--- config.mk ---
export PLATFORM = sky130hd
export DESIGN_NAME = mm3x3_stream_ctrl_flat
export DESIGN_NICKNAME = d
export VERILOG_FILES = /design/src/rtl/mm3x3_pkg.sv /design/src/rtl/mm3x3_stream_ctrl_if.sv /design/src/rtl/mm3x3_stream_ctrl.sv /design/src/flat_wrapper.sv
export SDC_FILE = /design/constraint.sdc
export NUM_CORES = 1
export LEC_CHECK = 0
export CAP_MARGIN = 20
export CORE_AREA = 2 2 250 252
export CTS_BUF_LIST = sky130_fd_sc_hd__clkbuf_8
export CTS_CLUSTER_SIZE = 24
export DETAILED_ROUTE_END_ITERATION = 8
export DIE_AREA = 0 0 252 254
export GPL_TIMING_DRIVEN = 0
export PLACE_DENSITY = 0.8
export SYNTH_ARGS = -nofsm -noshare
export SYNTH_HDL_FRONTEND = slang
export SYNTH_SLANG_ARGS = --single-unit
--- constraint.sdc ---
create_clock -name clk -period 2.25 [get_ports clk]
set_clock_uncertainty 0.05 [all_clocks]
set_input_delay 0.225 -clock clk [delete_from_list [all_inputs] [get_ports clk]]
set_output_delay 0.225 -clock clk [all_outputs]
set_load 0.005 [all_outputs]
--- src/rtl/mm3x3_pkg.sv ---
// mm3x3_pkg: shared types and constants for the 3x3 matrix-multiplier stream controller.
//   state_e    controller FSM states
//   NUM_ELEMS  elements per 3x3 matrix
//   DEF_*_W    default operand/result widths
//   elem_lsb() LSB position of element idx on a flat bus of w-bit elements
package mm3x3_pkg;

    localparam int NUM_ELEMS  = 9;
    localparam int DEF_DATA_W = 16;
    localparam int DEF_RES_W  = 32;
    localparam int IDX_W      = 4;

    typedef enum logic [2:0] {
        LOAD_A,
        LOAD_B,
        START,
        WAIT,
        DRAIN,
        RELEASE
    } state_e;

    function automatic int elem_lsb(input int idx, input int w);
        return idx * w;
    endfunction

endpackage

--- src/rtl/mm3x3_stream_ctrl_if.sv ---
// mm3x3_stream_ctrl_if: valid/ready element stream of width W.
//   valid  producer has data
//   ready  consumer accepts (transfer when valid && ready)
//   data   element
// Modports: master (producer side), slave (consumer side).
interface mm3x3_stream_ctrl_if #(
    parameter int W = 16
);
    logic         valid;
    logic         ready;
    logic [W-1:0] data;

    modport master (output valid, output data, input ready);
    modport slave  (input valid, input data, output ready);
endinterface

--- src/rtl/mm3x3_stream_ctrl.sv ---
// mm3x3_stream_ctrl: initiator for a 3x3 matrix multiplier.
// Loads A then B (row-major, 9 elements each) from the input stream, drives the
// multiplier's flat operand buses, runs the level start / held done handshake,
// captures C and streams it back row-major with out_last on c22.
// Ports:
//   clk, rst_n        clock, asynchronous active-low reset
//   in_s  (slave)     DATA_W element stream in (a00..a22, b00..b22)
//   out_m (master)    RES_W result stream out (c00..c22)
//   out_last          high with c22
//   busy              transaction in progress
//   err               WAIT watchdog expiry (sticky until reset or next input accept)
//   mm_a_flat/b_flat  operands, element i at [i*DATA_W +: DATA_W]
//   mm_start          level start to the multiplier
//   mm_c_flat         result, element i at [i*RES_W +: RES_W]
//   mm_done           multiplier done, held until start drops
// Build option: define MM_TIMEOUT_EN to enable the WAIT watchdog
// (TIMEOUT_CYCLES); otherwise err is tied 0 and WAIT blocks indefinitely.
module mm3x3_stream_ctrl
    import mm3x3_pkg::*;
#(
    parameter int DATA_W         = DEF_DATA_W,
    parameter int RES_W          = DEF_RES_W,
    parameter int TIMEOUT_CYCLES = 64
) (
    input  logic                       clk,
    input  logic                       rst_n,
    mm3x3_stream_ctrl_if.slave         in_s,
    mm3x3_stream_ctrl_if.master        out_m,
    output logic                       out_last,
    output logic                       busy,
    output logic                       err,
    output logic [NUM_ELEMS*DATA_W-1:0] mm_a_flat,
    output logic [NUM_ELEMS*DATA_W-1:0] mm_b_flat,
    output logic                       mm_start,
    input  logic [NUM_ELEMS*RES_W-1:0]  mm_c_flat,
    input  logic                       mm_done
);

    localparam logic [IDX_W-1:0] LAST = IDX_W'(NUM_ELEMS - 1);

    // The watchdog compare needs at least a 1-bit counter.
    if (TIMEOUT_CYCLES < 2) begin : g_bad_timeout
        $error("TIMEOUT_CYCLES must be >= 2");
    end

    state_e                               state_q, state_d;
    logic [IDX_W-1:0]                     cnt_q, cnt_d;
    logic [IDX_W-1:0]                     idx_q, idx_d;
    logic [NUM_ELEMS-1:0][DATA_W-1:0]     a_q, a_d;
    logic [NUM_ELEMS-1:0][DATA_W-1:0]     b_q, b_d;
    logic [NUM_ELEMS-1:0][RES_W-1:0]      res_q, res_d;
    logic [NUM_ELEMS-1:0][RES_W-1:0]      c_vec;
    logic                                 mm_start_q, mm_start_d;
    logic                                 in_rdy;
    logic                                 in_fire;
    logic                                 out_fire;

`ifdef MM_TIMEOUT_EN
    localparam int TMO_W = $clog2(TIMEOUT_CYCLES);
    localparam logic [TMO_W-1:0] TMO_LAST = TMO_W'(TIMEOUT_CYCLES - 1);
    logic [TMO_W-1:0] tmo_q, tmo_d;
    logic             err_q, err_d;
`endif

    // Flat bus pack/unpack.
    for (genvar g = 0; g < NUM_ELEMS; g++) begin : g_flat
        assign mm_a_flat[elem_lsb(g, DATA_W) +: DATA_W] = a_q[g];
        assign mm_b_flat[elem_lsb(g, DATA_W) +: DATA_W] = b_q[g];
        assign c_vec[g] = mm_c_flat[elem_lsb(g, RES_W) +: RES_W];
    end

    // in_ready is gated by rst_n so every output reads 0 while reset is held.
    assign in_rdy     = rst_n && ((state_q == LOAD_A) || (state_q == LOAD_B));
    assign in_s.ready = in_rdy;
    assign in_fire    = in_s.valid && in_rdy;

    assign out_m.valid = (state_q == DRAIN);
    assign out_m.data  = res_q[idx_q];
    assign out_last    = (state_q == DRAIN) && (idx_q == LAST);
    assign out_fire    = out_m.valid && out_m.ready;

    assign mm_start = mm_start_q;
    assign busy     = (state_q != LOAD_A) || (cnt_q != '0);

    always_comb begin
        state_d    = state_q;
        cnt_d      = cnt_q;
        idx_d      = idx_q;
        a_d        = a_q;
        b_d        = b_q;
        res_d      = res_q;
        mm_start_d = mm_start_q;
`ifdef MM_TIMEOUT_EN
        tmo_d      = tmo_q;
        err_d      = err_q;
        if (in_fire) err_d = 1'b0;
`endif
        case (state_q)
            LOAD_A: begin
                if (in_fire) begin
                    a_d[cnt_q] = in_s.data;
                    if (cnt_q == LAST) begin
                        cnt_d   = '0;
                        state_d = LOAD_B;
                    end else begin
                        cnt_d = cnt_q + 1'b1;
                    end
                end
            end
            LOAD_B: begin
                if (in_fire) begin
                    b_d[cnt_q] = in_s.data;
                    if (cnt_q == LAST) begin
                        cnt_d   = '0;
                        state_d = START;
                    end else begin
                        cnt_d = cnt_q + 1'b1;
                    end
                end
            end
            START: begin
                mm_start_d = 1'b1;
                state_d    = WAIT;
`ifdef MM_TIMEOUT_EN
                tmo_d      = '0;
`endif
            end
            WAIT: begin
                // mm_start_q is always 1 here, so a done seen here belongs to this run.
                if (mm_done) begin
                    res_d      = c_vec;
                    mm_start_d = 1'b0;
                    idx_d      = '0;
                    state_d    = DRAIN;
                end
`ifdef MM_TIMEOUT_EN
                else if (tmo_q == TMO_LAST) begin
                    mm_start_d = 1'b0;
                    err_d      = 1'b1;
                    state_d    = RELEASE;
                end else begin
                    tmo_d = tmo_q + 1'b1;
                end
`endif
            end
            DRAIN: begin
                if (out_fire) begin
                    if (idx_q == LAST) state_d = RELEASE;
                    else               idx_d   = idx_q + 1'b1;
                end
            end
            RELEASE: begin
                // Let the multiplier drop done before a new run can start.
                if (!mm_done) state_d = LOAD_A;
            end
            default: state_d = LOAD_A;
        endcase
    end

    always_ff @(posedge clk or negedge rst_n) begin
        if (!rst_n) begin
            state_q    <= LOAD_A;
            cnt_q      <= '0;
            idx_q      <= '0;
            a_q        <= '0;
            b_q        <= '0;
            res_q      <= '0;
            mm_start_q <= 1'b0;
        end else begin
            state_q    <= state_d;
            cnt_q      <= cnt_d;
            idx_q      <= idx_d;
            a_q        <= a_d;
            b_q        <= b_d;
            res_q      <= res_d;
            mm_start_q <= mm_start_d;
        end
    end

`ifdef MM_TIMEOUT_EN
    always_ff @(posedge clk or negedge rst_n) begin
        if (!rst_n) begin
            tmo_q <= '0;
            err_q <= 1'b0;
        end else begin
            tmo_q <= tmo_d;
            err_q <= err_d;
        end
    end
    assign err = err_q;
`else
    assign err = 1'b0;
`endif

endmodule

--- src/flat_wrapper.sv ---
// flat-port wrapper written by rule: the top's interface ports become plain ports
module mm3x3_stream_ctrl_flat import mm3x3_pkg::*;
#(
    parameter int DATA_W         = DEF_DATA_W,
    parameter int RES_W          = DEF_RES_W,
    parameter int TIMEOUT_CYCLES = 64
)
  (clk, rst_n, out_last, busy, err, mm_a_flat, mm_b_flat, mm_start, mm_c_flat, mm_done, in_s_valid, in_s_data, in_s_ready, out_m_valid, out_m_data, out_m_ready);
  mm3x3_stream_ctrl_if #(.W((16))) in_s_i ();
  mm3x3_stream_ctrl_if #(.W((32))) out_m_i ();
  input  logic clk;
  input  logic rst_n;
  output logic out_last;
  output logic busy;
  output logic err;
  output logic [NUM_ELEMS*DATA_W-1:0] mm_a_flat;
  output logic [NUM_ELEMS*DATA_W-1:0] mm_b_flat;
  output logic mm_start;
  input  logic [NUM_ELEMS*RES_W-1:0] mm_c_flat;
  input  logic mm_done;
  input wire logic [$bits(in_s_i.valid)-1:0] in_s_valid;
  input wire logic [$bits(in_s_i.data)-1:0] in_s_data;
  output wire logic [$bits(in_s_i.ready)-1:0] in_s_ready;
  output wire logic [$bits(out_m_i.valid)-1:0] out_m_valid;
  output wire logic [$bits(out_m_i.data)-1:0] out_m_data;
  input wire logic [$bits(out_m_i.ready)-1:0] out_m_ready;
  assign in_s_i.valid = in_s_valid;
  assign in_s_i.data = in_s_data;
  assign in_s_ready = in_s_i.ready;
  assign out_m_valid = out_m_i.valid;
  assign out_m_data = out_m_i.data;
  assign out_m_i.ready = out_m_ready;
  mm3x3_stream_ctrl #(.DATA_W(DATA_W), .RES_W(RES_W), .TIMEOUT_CYCLES(TIMEOUT_CYCLES)) u_core (.clk(clk), .rst_n(rst_n), .in_s(in_s_i), .out_m(out_m_i), .out_last(out_last), .busy(busy), .err(err), .mm_a_flat(mm_a_flat), .mm_b_flat(mm_b_flat), .mm_start(mm_start), .mm_c_flat(mm_c_flat), .mm_done(mm_done));
endmodule
==> results of run 1 <==
## placed cells by master, fill, tap and decap left out, types with 5 or more instances in the layout
| cell | synthesis | routed |
|---|---|---|
| mux2_4 | 40 | 70 |
| clkinv_2 | 0 | 6 |
| o22ai_4 | 0 | 17 |
| nand2_1 | 906 | 904 |
| mux4_2 | 32 | 32 |
| nor2_2 | 0 | 14 |
| buf_12 | 0 | 17 |
| clkbuf_8 | 0 | 143 |
| inv_1 | 7 | 32 |
| buf_16 | 0 | 8 |
| buf_2 | 37 | 59 |
| o22ai_2 | 0 | 14 |
| clkdlybuf4s50_1 | 0 | 596 |
| buf_6 | 8 | 18 |
| mux2_1 | 5 | 5 |
| o31ai_4 | 0 | 6 |
| dlygate4sd3_1 | 0 | 126 |
| clkbuf_1 | 78 | 24 |
| buf_4 | 5 | 37 |
| o21ai_0 | 6 | 6 |
| nand2_4 | 8 | 14 |
| o31ai_1 | 32 | 8 |
| nor2_4 | 0 | 14 |
| mux2_2 | 307 | 277 |
| nor2_1 | 39 | 11 |
| dfrtp_1 | 588 | 585 |
| clkbuf_4 | 0 | 6 |
| o31ai_2 | 0 | 18 |
| diode_2 | 0 | 8 |
| clkbuf_2 | 1 | 30 |
## power breakdown
| part | internal, uW | total [uW] | switching, uW |
|---|---|---|---|
| registers | 12500 | 13800 | 1230 |
| clock network | 5700 | 10400 | 4650 |
| logic | 8320 | 14600 | 6240 |
| total | 26500 | 38700 | 12100 |
## registers in the layout (all words and copies together) (netlist names)
| register | cells |
|---|---|
| u_core.mm_start | 1 |
| u_core.mm_b_flat | 144 |
| u_core.state_q | 3 |
| u_core.idx_q | 4 |
| u_core.mm_a_flat | 144 |
| u_core.res_q | 288 |
| u_core.cnt_q | 4 |
## metal layers
metal	vias to the layer above	wire [um]	GRT usage [%]
met3	372	10900	11.4
met5	-	10	0
li1	9067	-	-
met2	1361	48000	50.7
met1	10433	34000	32.3
met4	2	6750	19.4
## through the flow
| stage | total power [uW] | util [%] |
|---|---|---|
| final | 38700 | 61.0 |
| after global routing | 40100 | 61.0 |
| after CTS | 38100 | 60.4 |
| after detailed placement | 25500 | 52.7 |
| after global placement | 25100 | 52.5 |
| after floorplan | 18100 | - |
## logic make-up after synthesis
group / after synthesis
buffers and inverters: 145
and+or+nand+nor: 987
other: 1
adders and majority gates: 6
AOI/OAI and AO/OA: 83
muxes: 384
xor gates and xnor gates: 2
DFF: 588
## worst paths after layout
check,start,end,slack (ns),cells past startpoint
max,u_core.idx_q[0],out_m_data[28],-0.48,7
min,rst_n,u_core.res_q[74],-0.45,1
max reg2reg,u_core.state_q[2],u_core.res_q[207],-0.02,7
min reg2reg,u_core.res_q[142],u_core.res_q[142],0.42,2
max in group asynchronous,rst_n,u_core.mm_a_flat[22],0.72,4
min in group clk,mm_c_flat[164],u_core.res_q[164],0.05,3
## cell type report
cell class / instances / area (um^2) / share of cell area, %
Clock inverter: 45 / 329 / 0.880
Clock buffer: 132 / 1820 / 4.86
Buffer: 135 / 1060 / 2.83
Antenna cell: 8 / 20.0 / 0.0535
Inverter: 7 / 38.8 / 0.104
Timing Repair Buffer: 807 / 8110 / 21.7
Multi-Input combinational cell: 1463 / 10300 / 27.6
Sequential cell: 588 / 14700 / 39.4
Tap cell: 790 / 988 / 2.64
## synth_stat cells, types with 2 or more instances
master	count
ha_1	6
mux2_4	40
buf_6	8
o211ai_1	2
nand2_2	8
a31oi_1	2
o31ai_1	32
nand2b_1	5
nand2_4	8
nor4b_1	2
dfrtp_1	588
mux2_2	307
nor3_2	2
nor4_4	3
a22o_1	3
or2_2	2
mux2_1	5
o21ai_0	6
buf_1	9
nor2_1	39
a21oi_1	3
nand3_1	3
xor2_1	2
buf_4	5
inv_1	7
clkbuf_1	78
mux4_2	32
buf_2	37
nand2_1	906
o22ai_1	33
## repair_timing
| item | CTS | global route |
|---|---|---|
| pin swaps | 41 | 31 |
| setup buffers | 32 | 5 |
| endpoints found under the setup margin | 495 | 305 |
| cloned | 6 | 2 |
| resized for setup | 421 | 119 |
| hold endpoints to repair | 232 | 106 |
==> flow_metrics.tcl, run 1 <==
set metrics [dict create \
    drt_iter0_drc 1823 \
    synth_seq_cells 588 \
    synth_cells 2196 \
    synth_top_family_by_area "multiplexers" \
    end_kind "output pin" \
    crit_type "register to output pin" \
    io_buffers 633 \
    dieWidth_um 252 \
    grt_max_degree 116 \
    routed_wl_um 99700 \
    grt_pass1_vias 22524 \
    fin_area_mm2 0.0374 \
    tightest_slew_ns 0.948 \
    place_area_mm2 0.0323 \
    via_count 21235 \
    drive_gt1_share_pct 26.6 \
    finalSetupViolations 34 \
    grt_pass1_wl_um 143000 \
    finalMaxSlewViolations 0 \
    wl_per_cell_um 25.1 \
    crit_arrival_ns 2.46 \
    crit_required_ns 1.98 \
    ctsHoldBuffers 126 \
    maxCapViolations 0 \
    drc_errors 0 \
    yosysUniqueCellTypes 43 \
    clkTransAtPathRegs_ns 0.07 \
    synth_compound_area_share_pct 2.26 \
    crit_buf_inv 4 \
    place_inst 3624 \
    htree_levels 3 \
    muxShareOfSynthArea_pct 19.5 \
    ys.flop_type "dfrtp_1" \
    synth.top_cell.area_share_pct 59.3 \
    finalCriticalPeriod_ns 2.73 \
    fill_cells 4572 \
    synth-edff-count 0 \
    initial_utilization_pct 40.5 \
    die_h_um 254 \
    grt_antenna_before_repair 7 \
    synthAdderAreaFrac_pct 0.302 \
    min-delay-path-class "primary input to async pin" \
    design.die.area_mm2 0.0640 \
    dp_hpwl_um 68200 \
    synthXorXnorAreaFrac_pct 0.0706 \
    fin_ws_ns -0.483 \
    area_delta_synth_final_pct 50.6 \
    finalHoldViolations 106 \
    final_cells 3975 \
    cts_inserted_buffers 98 \
    synthTopCellsByArea "dfrtp_1 (59%), mux2_2 (14%), nand2_1 (14%)" \
    ys_seq_area_share_pct 59.3 \
    vias_per_cell 5.34 \
    slowest_stage "dfrtp_2" \
    synth_top_area_cell "dfrtp_1" \
    cp-start-kind "register" \
    path_cells "clkbuf_16, buf_16, buf_6, mux4_2, nor2_4, o31ai_4, buf_2" \
    syn_avg_cell_area_um2 11.3 \
    async_flop_share_pct 100 \
    timing.slew.headroom_pct 36.8 \
    gp_congestion 0.935 \
    nets 3415 \
    first_pass_iters 5 \
    root_buffer "clkbuf_8" \
    clock.fmax_ghz 0.366 \
    crit_family "buffers and inverters" \
    preCtsSetupSlack_ns -1.31 \
    violations "hold timing, setup timing" \
    tns_ns -13.25 \
    layout_worst_path_cycle_share_pct 121 \
    grt_use_total_pct 30.3 \
    yosys.area_share.simple_pct 15.9 \
    ir_drop_uv 865 \
    core_area_mm2 0.0613 \
    power_per_cell_area_mw_per_mm2 1030 \
    syn_area_mm2 0.0248 \
    ant_nets 0 \
    cts.sinks 588 \
    rsz0062_at_grt "true" \
    max_stage_delay_ns 0.45 \
    clk_path_buf_depth 3 \
    status "finished with violations" \
    cp_max_fo 5 \
    cts_tree "built" \
    ios 635 \
    synth_nets 2511 \
    clk_latency_ns 0.69 \
    gr-total-overflow 0 \
    hold_ws_ns -0.445 \
    power.leakage_uw 0.0187 \
    placementRows 91 \
    synth_warnings 0 \
]
(Power assumes the default switching activity.)
==> run 2: changes to the inputs <==
--- a/config.mk
+++ b/config.mk
@@ -12,7 +12,9 @@
 export DETAILED_ROUTE_END_ITERATION = 8
 export DIE_AREA = 0 0 252 254
 export GPL_TIMING_DRIVEN = 0
+export MAX_ROUTING_LAYER = met4
 export PLACE_DENSITY = 0.8
+export SETUP_SLACK_MARGIN = 0.15
 export SYNTH_ARGS = -nofsm -noshare
 export SYNTH_HDL_FRONTEND = slang
 export SYNTH_SLANG_ARGS = --single-unit
==> run 2 against run 1 <==
  * Highest routed layer is now met4
  * Register-to-register slack lost 0.03 ns
  * Fmax down 4.8%
  * Design area grew 2.0%
  * Sequential power about the same
  * Die area stayed put
  * Global-route usage up 3.1 points
  * The run ends with setup timing left
  * Combinational power about the same
  * First-iteration DRC count grew 16%
  * Clock-buffer cell count fell by 18
==> flow_metrics.tcl, run 2 (synthesized netlist as in run 1, its figures left out) <==
set metrics [dict create \
    tns_ns -97.42 \
    power_per_cell_area_mw_per_mm2 990 \
    die_h_um 254 \
    cts.sinks 588 \
    design.die.area_mm2 0.0640 \
    cp_max_fo 6 \
    grt_pass1_vias 23650 \
    clk_path_buf_depth 3 \
    finalMaxSlewViolations 0 \
    core_area_mm2 0.0613 \
    drt_iter0_drc 2106 \
    drc_errors 0 \
    r2r_start "u_core.idx_q[0]" \
    clkTransAtPathRegs_ns 0.06 \
    finalSetupViolations 328 \
    timing.rr.end "u_core.idx_q[0]" \
    endpoint "out_m_data[17]" \
    dieWidth_um 252 \
    grt_use_total_pct 33.4 \
    rsz0062_at_grt "true" \
    cp-startpoint "u_core.idx_q[0]" \
    first_pass_iters 7 \
    dp_hpwl_um 69500 \
    status "finished with violations" \
    io_buffers 633 \
    clock.fmax_ghz 0.348 \
    regMostFlops "u_core.res_q" \
    ir_drop_uv 812 \
    fin_ws_ns -0.621 \
    ios 635 \
    wl_per_cell_um 26.6 \
    htree_levels 3 \
    fill_cells 4376 \
    end_kind "output pin" \
    largest_reg_flops 288 \
    ant_nets 0 \
    layout_commonest_cell "nand2_1" \
    vias_per_cell 5.54 \
    preCtsSetupSlack_ns -1.85 \
    routed_wl_um 108000 \
    hold_ws_ns 0.0280 \
    grt_antenna_before_repair 4 \
    grt_pass1_wl_um 152000 \
    power.leakage_uw 0.0191 \
    utilization_pct 62.3 \
    crit_required_ns 1.98 \
    drive_gt1_share_pct 25.9 \
    placementRows 91 \
    area_delta_synth_final_pct 53.6 \
    violations "setup timing" \
    reg2regPathDepth 12 \
    cp-start-kind "register" \
    tightest_slew_ns 1.12 \
    initial_utilization_pct 40.5 \
    finalCriticalPeriod_ns 2.87 \
    crit_arrival_ns 2.60 \
    via_count 22462 \
    root_buffer "clkbuf_8" \
    gr-total-overflow 0 \
    final_cell_mix "nand2_1 (890), clkdlybuf4s50_1 (596), dfrtp_1 (586)" \
    cts_tree "built" \
    timing.slew.headroom_pct 25.4 \
    clk_latency_ns 0.71 \
    maxCapViolations 0 \
    rrSetupSlack_ns -0.05 \
    gp_congestion 0.974 \
    cts_inserted_buffers 96 \
    crit_type "register to output pin" \
    grt_max_degree 126 \
    layout_worst_path_cycle_share_pct 128 \
    nets 3510 \
    finalHoldViolations 0 \
    total_power_uw 37700 \
    min-delay-path-class "primary input to register" \
]
==> run 2: changes by cell type in the layout (fill, tap and decap cells not counted), sizes merged <==
cell | before | now
buf | 144 | 151
diode | 8 | 6
dlygate4sd3 | 126 | 201
bufbuf | 0 | 4
bufinv | 4 | 0
clkinv | 8 | 4
clkbuf | 207 | 200
inv | 38 | 51
==> run 2: worst max-delay path, stage by stage (launching register included) <==
cell and delay [ns]:
dfrtp_2 0.46, clkbuf_16 0.20, nor4b_4 0.34, buf_4 0.22, buf_6 0.14, clkbuf_16 0.19, nand2_1 0.07, o31ai_1 0.08
buf_2 0.18
==> run 2: cell type report <==
type	instances	area, um^2	share of cell area (%)
Clock buffer	114	1570	4.11
Inverter	7	38.8	0.102
Timing Repair Buffer	902	9170	24.0
Sequential cell	588	14700	38.6
Tap cell	790	988	2.59
Buffer	137	1180	3.10
Multi-Input combinational cell	1463	10200	26.7
Antenna cell	6	15.0	0.0394
Clock inverter	50	277	0.725
==> run 2: worst min path at each step <==
stage / start / to / slack (ns) / cells after the start
2_1_floorplan: rst_n / u_core.cnt_q[0] / -0.12 / 0
3_3_place_gp: u_core.res_q[243] / u_core.res_q[243] / 0.40 / 2
3_5_place_dp: rst_n / u_core.res_q[77] / 0.31 / 1
4_1_cts: mm_c_flat[135] / u_core.res_q[135] / 0.00003 / 3
5_1_grt: mm_c_flat[218] / u_core.res_q[218] / 0.008 / 3
6_report: mm_c_flat[195] / u_core.res_q[195] / 0.03 / 3
==> run 2: power by group <==
part           leakage [uW]  switching, uW  total (uW)  internal, uW
registers           0.00799           1180       13700         12500
clock network       0.00108           4700        9340          4640
logic                0.0100           6480       14700          8200
total                0.0191          12400       37700         25400
==> run 2: repair_timing <==
| action | 4_1_cts | 5_1_grt |
|---|---|---|
| pin swaps | 36 | 17 |
| resized for setup | 452 | 86 |
| hold endpoints to repair | 573 | 196 |
| hold buffers | 200 | 2 |
| buffers inserted | 35 | 12 |
| gates cloned | 10 | 5 |
| endpoints found under the setup margin | 623 | 407 |
==> run 2: through the flow <==
stage / std cells / area, um^2
global placement: 3619 / 32200
finish: 4057 / 38100
floorplan: 2196 / 24900
detailed placement: 3624 / 32300
global route: 4055 / 38100
CTS: 4032 / 37700
==> run 2: metal layers <==
metal  vias up  GRT usage [%]  part of all wire, %
met1     11032           36.5                   34
met3       498           11.0                   12
met5         -              -                    0
met4         0           19.9                  7.1
met2      1691           53.4                   47
li1       9241              -                    -
==> run 3: changes to the inputs <==
--- a/config.mk
+++ b/config.mk
@@ -5,6 +5,7 @@
 export SDC_FILE = /design/constraint.sdc
 export NUM_CORES = 1
 export LEC_CHECK = 0
+export ABC_AREA = 1
 export CAP_MARGIN = 20
 export CORE_AREA = 2 2 250 252
 export CTS_BUF_LIST = sky130_fd_sc_hd__clkbuf_8
==> run 3 against run 2 <==
  * The flow still finishes with violations (setup timing)
  * Cell count rose by 17%
  * Non-clock buffer count fell by 76
  * Hold slack got worse by 0.015 ns
  * Critical endpoint is now out_m_data[6]
==> flow_metrics.tcl, run 3 <==
set metrics [dict create \
    synth_nets 3320 \
    wl_per_cell_um 22.1 \
    ant_nets 0 \
    finalCriticalPeriod_ns 3.15 \
    cp-start-kind "register" \
    gr-total-overflow 0 \
    placementRows 91 \
    syn_avg_cell_area_um2 8.30 \
    ios 635 \
    crit_required_ns 1.98 \
    cp_max_fo 7 \
    fin_ws_ns -0.901 \
    htree_levels 3 \
    synth_top_area_cell "dfrtp_1" \
    crit_type "register to output pin" \
    core_area_mm2 0.0613 \
    crit_arrival_ns 2.88 \
    drt_iter0_drc 2814 \
    largest_reg_flops 288 \
    grt_antenna_before_repair 12 \
    die_h_um 254 \
    vias_per_cell 5.35 \
    violations "setup timing" \
    total_power_uw 45700 \
    synth_seq_cells 588 \
    cts.sinks 588 \
    io_buffers 617 \
    path_cells "inv_4, clkbuf_16, clkbuf_16, nor2_2, o211ai_1, nand3_2, nand2_1, buf_2" \
    grt_pass1_vias 25084 \
    async_flop_share_pct 100 \
    finalSetupViolations 34 \
    status "finished with violations" \
    synth_commonest_cells "nand2_1 (1,406), dfrtp_1 (588), nor2_1 (346), o21ai_0 (152), a21oi_1 (131)" \
    crit_family "compound AO/OA/AOI/OAI gates" \
    ir_drop_uv 864 \
    synthTopCellsByArea "dfrtp_1 (59%), nand2_1 (21%), nor2_1 (5.2%)" \
    first_pass_iters 8 \
    finalHoldViolations 0 \
    via_count 25492 \
    clk_latency_ns 0.71 \
    initial_utilization_pct 40.7 \
    clock.fmax_ghz 0.317 \
    dp_hpwl_um 73500 \
    root_buffer "clkbuf_8" \
    min-delay-path-class "primary input to register" \
    crit_buf_inv 4 \
    grt_max_degree 119 \
    grt_use_total_pct 32.9 \
    rsz0062_at_grt "true" \
    syn_area_mm2 0.0249 \
    cts_tree "built" \
    slowest_stage "o211ai_1" \
    synth.top_cell.area_share_pct 59.0 \
    clk_path_buf_depth 3 \
    tns_ns -23.37 \
    max_stage_delay_ns 0.63 \
    tightest_slew_ns 0.998 \
    area_delta_synth_final_pct 48.3 \
    synth-edff-count 0 \
    maxCapViolations 0 \
    design.die.area_mm2 0.0640 \
    nets 4204 \
    cts_inserted_buffers 99 \
    regMostFlops "u_core.res_q" \
    yosysMostFrequentCell "nand2_1" \
    layout_worst_path_cycle_share_pct 140 \
    crit_top_cell "clkbuf_16" \
    timing.slew.headroom_pct 33.4 \
    drc_errors 0 \
    ys.flop_type "dfrtp_1" \
    grt_pass1_wl_um 152000 \
    ys_seq_area_share_pct 59.0 \
    dieWidth_um 252 \
    final_cell_mix "nand2_1 (1,384), dfrtp_1 (581), clkdlybuf4s50_1 (580)" \
    end_kind "output pin" \
    yosysUniqueCellTypes 29 \
    clkTransAtPathRegs_ns 0.06 \
    power.leakage_uw 0.0185 \
    power_per_cell_area_mw_per_mm2 1230 \
    finalMaxSlewViolations 0 \
    gp_congestion 0.965 \
    layout_commonest_cell "nand2_1" \
    synth_cells 3005 \
    drive_gt1_share_pct 13.9 \
    routed_wl_um 105000 \
    synth_warnings 0 \
]
-- run 3: changes by cell type after synthesis, sizes merged, moves of 62 or more --
cell,before,now
nor2,39,359
a21oi,3,131
nand2,922,1417
mux2,352,0
o211ai,2,64
o21ai,6,152
-- run 3: worst paths after layout --
| path | from | cells past startpoint | slack [ns] | end |
|---|---|---|---|---|
| worst min-delay path | mm_c_flat[10] | 3 | 0.01 | u_core.res_q[10] |
| worst min register to register | u_core.res_q[202] | 2 | 0.41 | u_core.res_q[202] |
| min in group asynchronous | rst_n | 4 | 0.17 | u_core.res_q[64] |
| max in group asynchronous | rst_n | 5 | 0.93 | u_core.res_q[281] |
| worst max-delay path | u_core.idx_q[0] | 8 | -0.90 | out_m_data[6] |
| worst max register to register | u_core.idx_q[0] | 13 | 0.01 | u_core.idx_q[2] |
-- run 3: kinds of logic (layout without fill, tap and decap cells) --
logic type	after synthesis	count (layout)	share of synthesized area [%]
simple gates	1832	1832	28.7
flops	588	588	59.0
compound gates	347	347	7.61
buf+inv	229	1187	4.29
fa+ha+maj	6	6	0.301
xor+xnor	2	2	0.0703
other cells	1	12	0.0150
-- run 3: layer usage --
metal  vias to the layer above  track usage, %  wire length (um)
met2                      1585            47.2             46100
met4                         0            19.9              7400
li1                      11208               -                 -
met3                       463            10.1             11300
met1                     12236            40.8             40400
met5                         -               -                 0
-- run 3: layout make-up --
cell class	instances	area (um^2)
Antenna cell	11	27.5
Buffer	177	1290
Clock buffer	128	1760
Clock inverter	47	333
Fill cell	5023	24300
Inverter	49	199
Multi-Input combinational cell	2188	9640
Sequential cell	588	14700
Tap cell	790	988
Timing Repair Buffer	786	8010
-- run 3: timing repair --
item | CTS | global route
hold buffers | 98 | 1
gates cloned | 9 | 0
pin swaps | 103 | 65
gates resized for setup | 409 | 117
endpoints found under the setup margin | 622 | 428
hold endpoints to repair | 438 | 88
buffers inserted | 34 | 21
-- run 3: worst min-delay path, cell delays in order --
cell and delay, ns:
clkdlybuf4s50_1 0.39, nand2_1 0.08, nand2_1 0.05
-- run 3: power breakdown --
part	total, uW	switching [uW]	internal (uW)
Sequential	18200	3010	15200
Combinational	17300	9090	8170
Clock	10200	4640	5560
-- run 3: metrics by stage --
step | std cells | hold WS [ns] | utilization [%] | setup WS [ns] | cell area (um^2)
2_1_floorplan | 3005 | -0.121 | - | 0.255 | 24900
3_3_place_gp | 4412 | 0.398 | 52.4 | -26.03 | 32100
3_5_place_dp | 4419 | 0.167 | 52.7 | -1.39 | 32300
4_1_cts | 4733 | 0.000249 | 59.5 | -0.772 | 36500
5_1_grt | 4764 | 0.0258 | 60.4 | -0.991 | 37000
6_report | 4764 | 0.0131 | 60.4 | -0.901 | 37000
